===== config.mk =====
export PLATFORM = sky130hd
export DESIGN_NAME = hazard_control_unit
export DESIGN_NICKNAME = d
export VERILOG_FILES = /design/src/rtl/pipeline_ctrl_pkg.sv /design/src/rtl/hazard_fwd_select.sv /design/src/rtl/hazard_control_unit.sv
export SDC_FILE = /design/constraint.sdc
export NUM_CORES = 1
export LEC_CHECK = 0
export ABC_CLOCK_PERIOD_IN_PS = 2650
export BUFFER_PORTS_ARGS = -buffer_cell sky130_fd_sc_hd__buf_4
export CORE_MARGIN = 5
export CORE_UTILIZATION = 40
export CTS_CLUSTER_DIAMETER = 50
export DETAILED_ROUTE_END_ITERATION = 7
export PLACE_DENSITY = 0.77
export SYNTH_ARGS = -nofsm -noshare
export SYNTH_HDL_FRONTEND = slang
export SYNTH_SLANG_ARGS = --single-unit

===== constraint.sdc =====
create_clock -name clk -period 2.65 [get_ports clk]
set_input_delay 0.265 -clock clk [delete_from_list [all_inputs] [get_ports clk]]
set_output_delay 0.265 -clock clk [all_outputs]
set_load 0.01 [all_outputs]

===== src/rtl/pipeline_ctrl_pkg.sv =====
// Shared encodings for the pipeline hazard controller: FSM states,
// forwarding selects and the PC register number.
package pipeline_ctrl_pkg;

  typedef enum logic [1:0] {
    ST_RUN      = 2'b00,
    ST_MEM_WAIT = 2'b01,
    ST_HALT     = 2'b10
  } hcu_state_e;

  localparam logic [1:0] FWD_RF  = 2'b00;
  localparam logic [1:0] FWD_EX  = 2'b01;
  localparam logic [1:0] FWD_MEM = 2'b10;
  localparam logic [1:0] FWD_WB  = 2'b11;

  localparam logic [3:0] REG_PC = 4'd15;

endpackage


===== src/rtl/hazard_fwd_select.sv =====
// Per-operand forwarding priority encoder: EX (non-load) > MEM > WB > regfile.
// Purely combinational; r15 and unused operands always read the regfile.
module hazard_fwd_select
  import pipeline_ctrl_pkg::*;
(
  input  logic [3:0] i_src,
  input  logic       i_use,
  input  logic [3:0] i_ex_rd,
  input  logic       i_ex_reg_write,
  input  logic       i_ex_mem_to_reg,
  input  logic [3:0] i_mem_rd,
  input  logic       i_mem_reg_write,
  input  logic [3:0] i_wb_rd,
  input  logic       i_wb_reg_write,
  output logic [1:0] o_fwd
);

  always_comb begin
    o_fwd = FWD_RF;
    if (i_use && (i_src != REG_PC)) begin
      // A load in EX has no data yet; the load-use stall covers that case.
      if (i_ex_reg_write && !i_ex_mem_to_reg && (i_ex_rd == i_src))
        o_fwd = FWD_EX;
      else if (i_mem_reg_write && (i_mem_rd == i_src))
        o_fwd = FWD_MEM;
      else if (i_wb_reg_write && (i_wb_rd == i_src))
        o_fwd = FWD_WB;
    end
  end

endmodule


===== src/rtl/hazard_control_unit.sv =====
// Pipeline stall/flush/freeze controller with ID-stage forwarding selects.
// Optional perf counters under HAZARD_PERF_CNT_EN.
module hazard_control_unit
  import pipeline_ctrl_pkg::*;
#(
  parameter int WAIT_LIMIT = 15
) (
  input  logic       clk,
  input  logic       reset,
  input  logic [3:0] id_rn,
  input  logic [3:0] id_rm,
  input  logic       id_use_rn,
  input  logic       id_use_rm,
  input  logic       id_branch_taken,
  input  logic [3:0] ex_rd,
  input  logic       ex_reg_write,
  input  logic       ex_mem_to_reg,
  input  logic [3:0] mem_rd,
  input  logic       mem_reg_write,
  input  logic [3:0] wb_rd,
  input  logic       wb_reg_write,
  input  logic       mem_access,
  input  logic       mem_ready,
  output logic       pc_enable,
  output logic       if_id_enable,
  output logic       if_id_flush,
  output logic       cu_mux_select,
  output logic       pipe_enable,
  output logic [1:0] fwd_a,
  output logic [1:0] fwd_b,
  output logic       mem_timeout,
  output logic [1:0] state
`ifdef HAZARD_PERF_CNT_EN
  ,
  output logic [15:0] stall_count,
  output logic [15:0] flush_count
`endif
);

  hcu_state_e r_state;
  hcu_state_e w_next_state;
  logic [7:0] r_wait_cnt;
  logic [7:0] w_wait_cnt_nxt;
  logic       w_freeze;
  logic       w_last_wait;
  logic       w_load_use;
  logic [1:0] w_fwd_a;
  logic [1:0] w_fwd_b;

  assign w_freeze    = mem_access && !mem_ready;
  assign w_last_wait = (({1'b0, r_wait_cnt} + 9'd1) == 9'(WAIT_LIMIT));
  assign w_load_use  = ex_mem_to_reg && ex_reg_write &&
                       ((id_use_rn && (id_rn == ex_rd)) ||
                        (id_use_rm && (id_rm == ex_rd)));

  always_ff @(posedge clk) begin
    if (reset) begin
      r_state    <= ST_RUN;
      r_wait_cnt <= 8'd0;
    end else begin
      r_state    <= w_next_state;
      r_wait_cnt <= w_wait_cnt_nxt;
    end
  end

  always_comb begin
    pc_enable      = 1'b1;
    if_id_enable   = 1'b1;
    pipe_enable    = 1'b1;
    if_id_flush    = 1'b0;
    cu_mux_select  = 1'b0;
    mem_timeout    = 1'b0;
    w_next_state   = ST_RUN;
    w_wait_cnt_nxt = 8'd0;
    if (!reset) begin
      case (r_state)
        ST_HALT: begin
          pc_enable      = 1'b0;
          if_id_enable   = 1'b0;
          pipe_enable    = 1'b0;
          mem_timeout    = 1'b1;
          w_next_state   = ST_HALT;
          w_wait_cnt_nxt = r_wait_cnt;
        end
        ST_RUN, ST_MEM_WAIT: begin
          if (w_freeze) begin
            pc_enable      = 1'b0;
            if_id_enable   = 1'b0;
            pipe_enable    = 1'b0;
            w_wait_cnt_nxt = r_wait_cnt + 8'd1;
            w_next_state   = w_last_wait ? ST_HALT : ST_MEM_WAIT;
          end else if (r_state == ST_RUN && w_load_use) begin
            // Bubble into ID/EX; any same-cycle branch is re-seen next cycle.
            pc_enable     = 1'b0;
            if_id_enable  = 1'b0;
            cu_mux_select = 1'b1;
          end else if (r_state == ST_RUN && id_branch_taken) begin
            if_id_flush = 1'b1;
          end
        end
        default: w_next_state = ST_RUN;
      endcase
    end
  end

  hazard_fwd_select u_fwd_a (
    .i_src          (id_rn),
    .i_use          (id_use_rn),
    .i_ex_rd        (ex_rd),
    .i_ex_reg_write (ex_reg_write),
    .i_ex_mem_to_reg(ex_mem_to_reg),
    .i_mem_rd       (mem_rd),
    .i_mem_reg_write(mem_reg_write),
    .i_wb_rd        (wb_rd),
    .i_wb_reg_write (wb_reg_write),
    .o_fwd          (w_fwd_a)
  );

  hazard_fwd_select u_fwd_b (
    .i_src          (id_rm),
    .i_use          (id_use_rm),
    .i_ex_rd        (ex_rd),
    .i_ex_reg_write (ex_reg_write),
    .i_ex_mem_to_reg(ex_mem_to_reg),
    .i_mem_rd       (mem_rd),
    .i_mem_reg_write(mem_reg_write),
    .i_wb_rd        (wb_rd),
    .i_wb_reg_write (wb_reg_write),
    .o_fwd          (w_fwd_b)
  );

  assign fwd_a = reset ? FWD_RF : w_fwd_a;
  assign fwd_b = reset ? FWD_RF : w_fwd_b;
  assign state = r_state;

`ifdef HAZARD_PERF_CNT_EN
  logic [15:0] r_stall_count;
  logic [15:0] r_flush_count;

  always_ff @(posedge clk) begin
    if (reset) begin
      r_stall_count <= 16'd0;
      r_flush_count <= 16'd0;
    end else begin
      if (cu_mux_select && (r_stall_count != 16'hFFFF))
        r_stall_count <= r_stall_count + 16'd1;
      if (if_id_flush && (r_flush_count != 16'hFFFF))
        r_flush_count <= r_flush_count + 16'd1;
    end
  end

  assign stall_count = r_stall_count;
  assign flush_count = r_flush_count;
`endif

endmodule


==> results <==
- The run finished with clean final reports.
- Along the worst path, the maximum fanout reaches 3.
- The number of cells on the worst reg-to-reg path is 5.
- The cell chosen for the clock root is clkbuf_4.
- The capture point of the worst path is cu_mux_select.
- After detailed routing, the average wire length per cell comes to 14.1 µm.
- The analysis attributes to cell leakage a power of about 0.61 nW.
- In this run the tightest slew margin relative to its limit is 0.591.
- The worst vdd rail ir drop is between 300 and 400 µV.
- The max-slew violation total from the final report was 0.
- The number of hold buffers added after CTS was 0.
- The maximum buffer depth of the clock tree is 2.
- The total grt overflow is 0.
- The initialized floorplan defines 18 standard-cell rows.
- The via count of the first global-routing pass is between 1000 and 1500.
- The die is 59.7 µm tall.
- The total count of hold-check failures in the final report came to 0.
- After detailed routing, the number of vias per cell comes to about 5.3.
- Across the run, the number of max-cap violations was 0.
- Among all flip-flop cells after synthesis, the most frequent one is dfxtp_1.
- Each instance of the synthesized netlist takes up on average 7.83 µm².
- The count of cell types in the netlist is 38.
- The area of the core is ~0.0024 mm².
- The upper clock frequency limit is between 500 and 600 MHz.
- Setup violations remaining at the end of the flow were counted as 0.
- The ratio of cells with drive above 1 in the final layout is 0.292.
- STA classifies the critical path endpoint as an output pin.
- In this run, synthesis inferred 0 flip-flops with an integrated enable.
- The number of placed instances, taps included, is slightly below 200.
- Setup repair after global routing left no endpoint under its margin.
- For this block, the routed nets add up to 2800 µm of wire.
- The kind of path behind the tightest hold check is in -> reg.
- The worst register-to-register path begins at r_wait_cnt[1].
- The critical path starts at ex_rd[1].
- After clock tree synthesis, the repair step resized 0 gates.
- The clock latency of the later-clocked register in the worst-skew pair is between 200 and 300 ps.
- After technology mapping, the gate count stands at 126.
- Prior to clock tree synthesis, the placed netlist has a worst setup slack of around 800 ps.
- The maximum level of the CTS H-tree is 1.
- The remaining number of nets flagged by the antenna check after routing is 0.
- The arrival time of the worst setup path is about 1600 ps.
- Port buffering added 42 buffers.
- The post-route fraction of the period consumed by the critical path is 0.688.
- The net count reported at finish is just over 200.
- The final-layout setup total negative slack is 0 ps.
- The routability-driven placement congestion ratio is between 0.9 and 1.
- For this block, the initial DRC count from the detailed router was 26.
- The number of setup buffers added after CTS is 0.
- In the layout the commonest cells are 42 x buf_4, 22 x xor2_1, 15 x nand2_1, 10 x dfxtp_1, 9 x nor2_1.
- The cell area that synthesis handed to floorplanning was ~990 µm².
- 43 I/O pins were placed.
- In this run the register-to-register setup slack is around 1100 ps.
- The global-route total usage across every layer is 0.158.
- The endpoint identified for the worst register-to-register timing path is state[1].
- When the netlist entered floorplanning its net count stood at around 160.
- The initial cell density of the core is 0.410.
- The HPWL reported at the end of detailed placement is 2310 µm.
- Dividing total power by cell area gives a power density of approximately 280 mW/mm².
- The area growth from synthesis to layout is 35.0%.
- The number of antenna diodes is 0.
- The fraction of the yosys area taken by sequential cells is 0.203.
- Clock-pin slew was measured on the worst setup and hold paths at roughly 60 ps.
- TritonCTS created 3 clock buffers.
- TritonCTS built the clock tree.
- Across the routed clock network, the largest skew measured is 3.65 ps.
- For this run, the detailed router's first-pass iteration total came to 4.
- The library cell used most frequently in the layout, excluding fill and tap cells, is buf_4.
- After detailed routing, the number of remaining DRC violations is 0.
- The die boundary width is 59.7 µm.
- The worst path meets setup with 827 ps of slack.
- STA classifies the critical path startpoint as an input port.
- Counting flops with an async set or reset pin after synthesis yields a share of 0.
- The die covers ~0.0036 mm².
- Synthesis inferred 10 register bits.
- The number of antenna violations at the first check in global routing is 0.
- The post-layout minimum cycle time is between 1500 and 2000 ps.
- The largest net degree at the start of global routing is 11.
- Across all layers, the routed design uses approximately 1100 vias.
- The first global-routing pass estimated roughly 4400 µm of wire.
- The worst setup path is of the in -> out kind.
- For the worst setup path, the data required time is 2380 ps.
- The final cell count without fillers is approximately 200.
- The pin slew with the least headroom to its limit is around 600 ps.
- The total of warnings raised by yosys is 0.
- The count of clock tree sinks is 10.
where the power goes:
group          leakage (nW)  switching, W  internal, W
sequential           0.0808    0.00000217     0.000152
combinational         0.517     0.0000563    0.0000627
clock                0.0138     0.0000502    0.0000524
total                 0.611      0.000109     0.000267
cell families after synthesis:
logic type                 Yosys count  synth area share
xor gates and xnor gates            26             0.231
DFF                                 10             0.203
adders and majority gates            2            0.0253
muxes                                1            0.0101
AOI/OAI and AO/OA                   25             0.175
and+or+nand+nor                     58             0.322
buffers and inverters                4            0.0342
how the worst min path moves through the flow:
stage / startpoint / end / slack (ps) / cells after the start
4_1_cts: reset / r_wait_cnt[0] / 230 / 2
3_3_place_gp: r_wait_cnt[7] / r_wait_cnt[7] / 500 / 2
6_report: reset / r_wait_cnt[0] / 240 / 2
5_1_grt: reset / r_wait_cnt[0] / 240 / 2
2_1_floorplan: reset / r_wait_cnt[0] / 450 / 2
3_5_place_dp: reset / r_wait_cnt[0] / 510 / 2
area by class of cell:
cell class,instances,area (µm²)
inverter,1,3.75
fill,228,1080
clock buffer,3,22.5
sequential,10,200
tap,30,37.5
timing repair buffer,42,315
multi-input combinational,112,753
routing by layer:
metal  part of all wire  GRT usage  vias to the layer above
met5                  0          0                        -
met4             0.0096     0.0411                        0
met3               0.11     0.0410                        3
met2               0.46      0.278                       40
met1               0.42      0.189                      471
li1                   -          -                      545
critical path, cell delays in order:
cell and delay, ps:
buf_4 120, xor2_1 150, nor4_1 490, a32o_1 250, and3_1 160, buf_4 110
cell usage after synthesis, types with 3 or more instances:
cell,n,area [µm²]
and3_1,4,25.0
nor4_1,3,18.8
nand4_1,6,37.5
nand2b_1,3,18.8
nand2_1,15,56.3
o21ai_1,8,40.0
nor2_1,9,33.8
xnor2_1,4,35.0
nor3_1,3,15.0
xor2_1,22,193
dfxtp_1,10,200
nand3_1,5,25.0
flip-flops by register name, summed over array words and instances, names as in the netlist:
register	count
r_wait_cnt	8
state	2
per-stage QoR:
| stage | total power (W) | utilization | hold WS, ps | area, µm² |
|---|---|---|---|---|
| 2_1_floorplan | 0.000214 | - | 448 | 987 |
| 3_3_place_gp | 0.000274 | 0.544 | 497 | 1310 |
| 3_5_place_dp | 0.000276 | 0.544 | 514 | 1310 |
| 4_1_cts | 0.000378 | 0.553 | 230 | 1330 |
| 5_1_grt | 0.000395 | 0.553 | 236 | 1330 |
| 6_report | 0.000376 | 0.553 | 236 | 1330 |
Note: power is estimated with default switching activity, not from simulation.
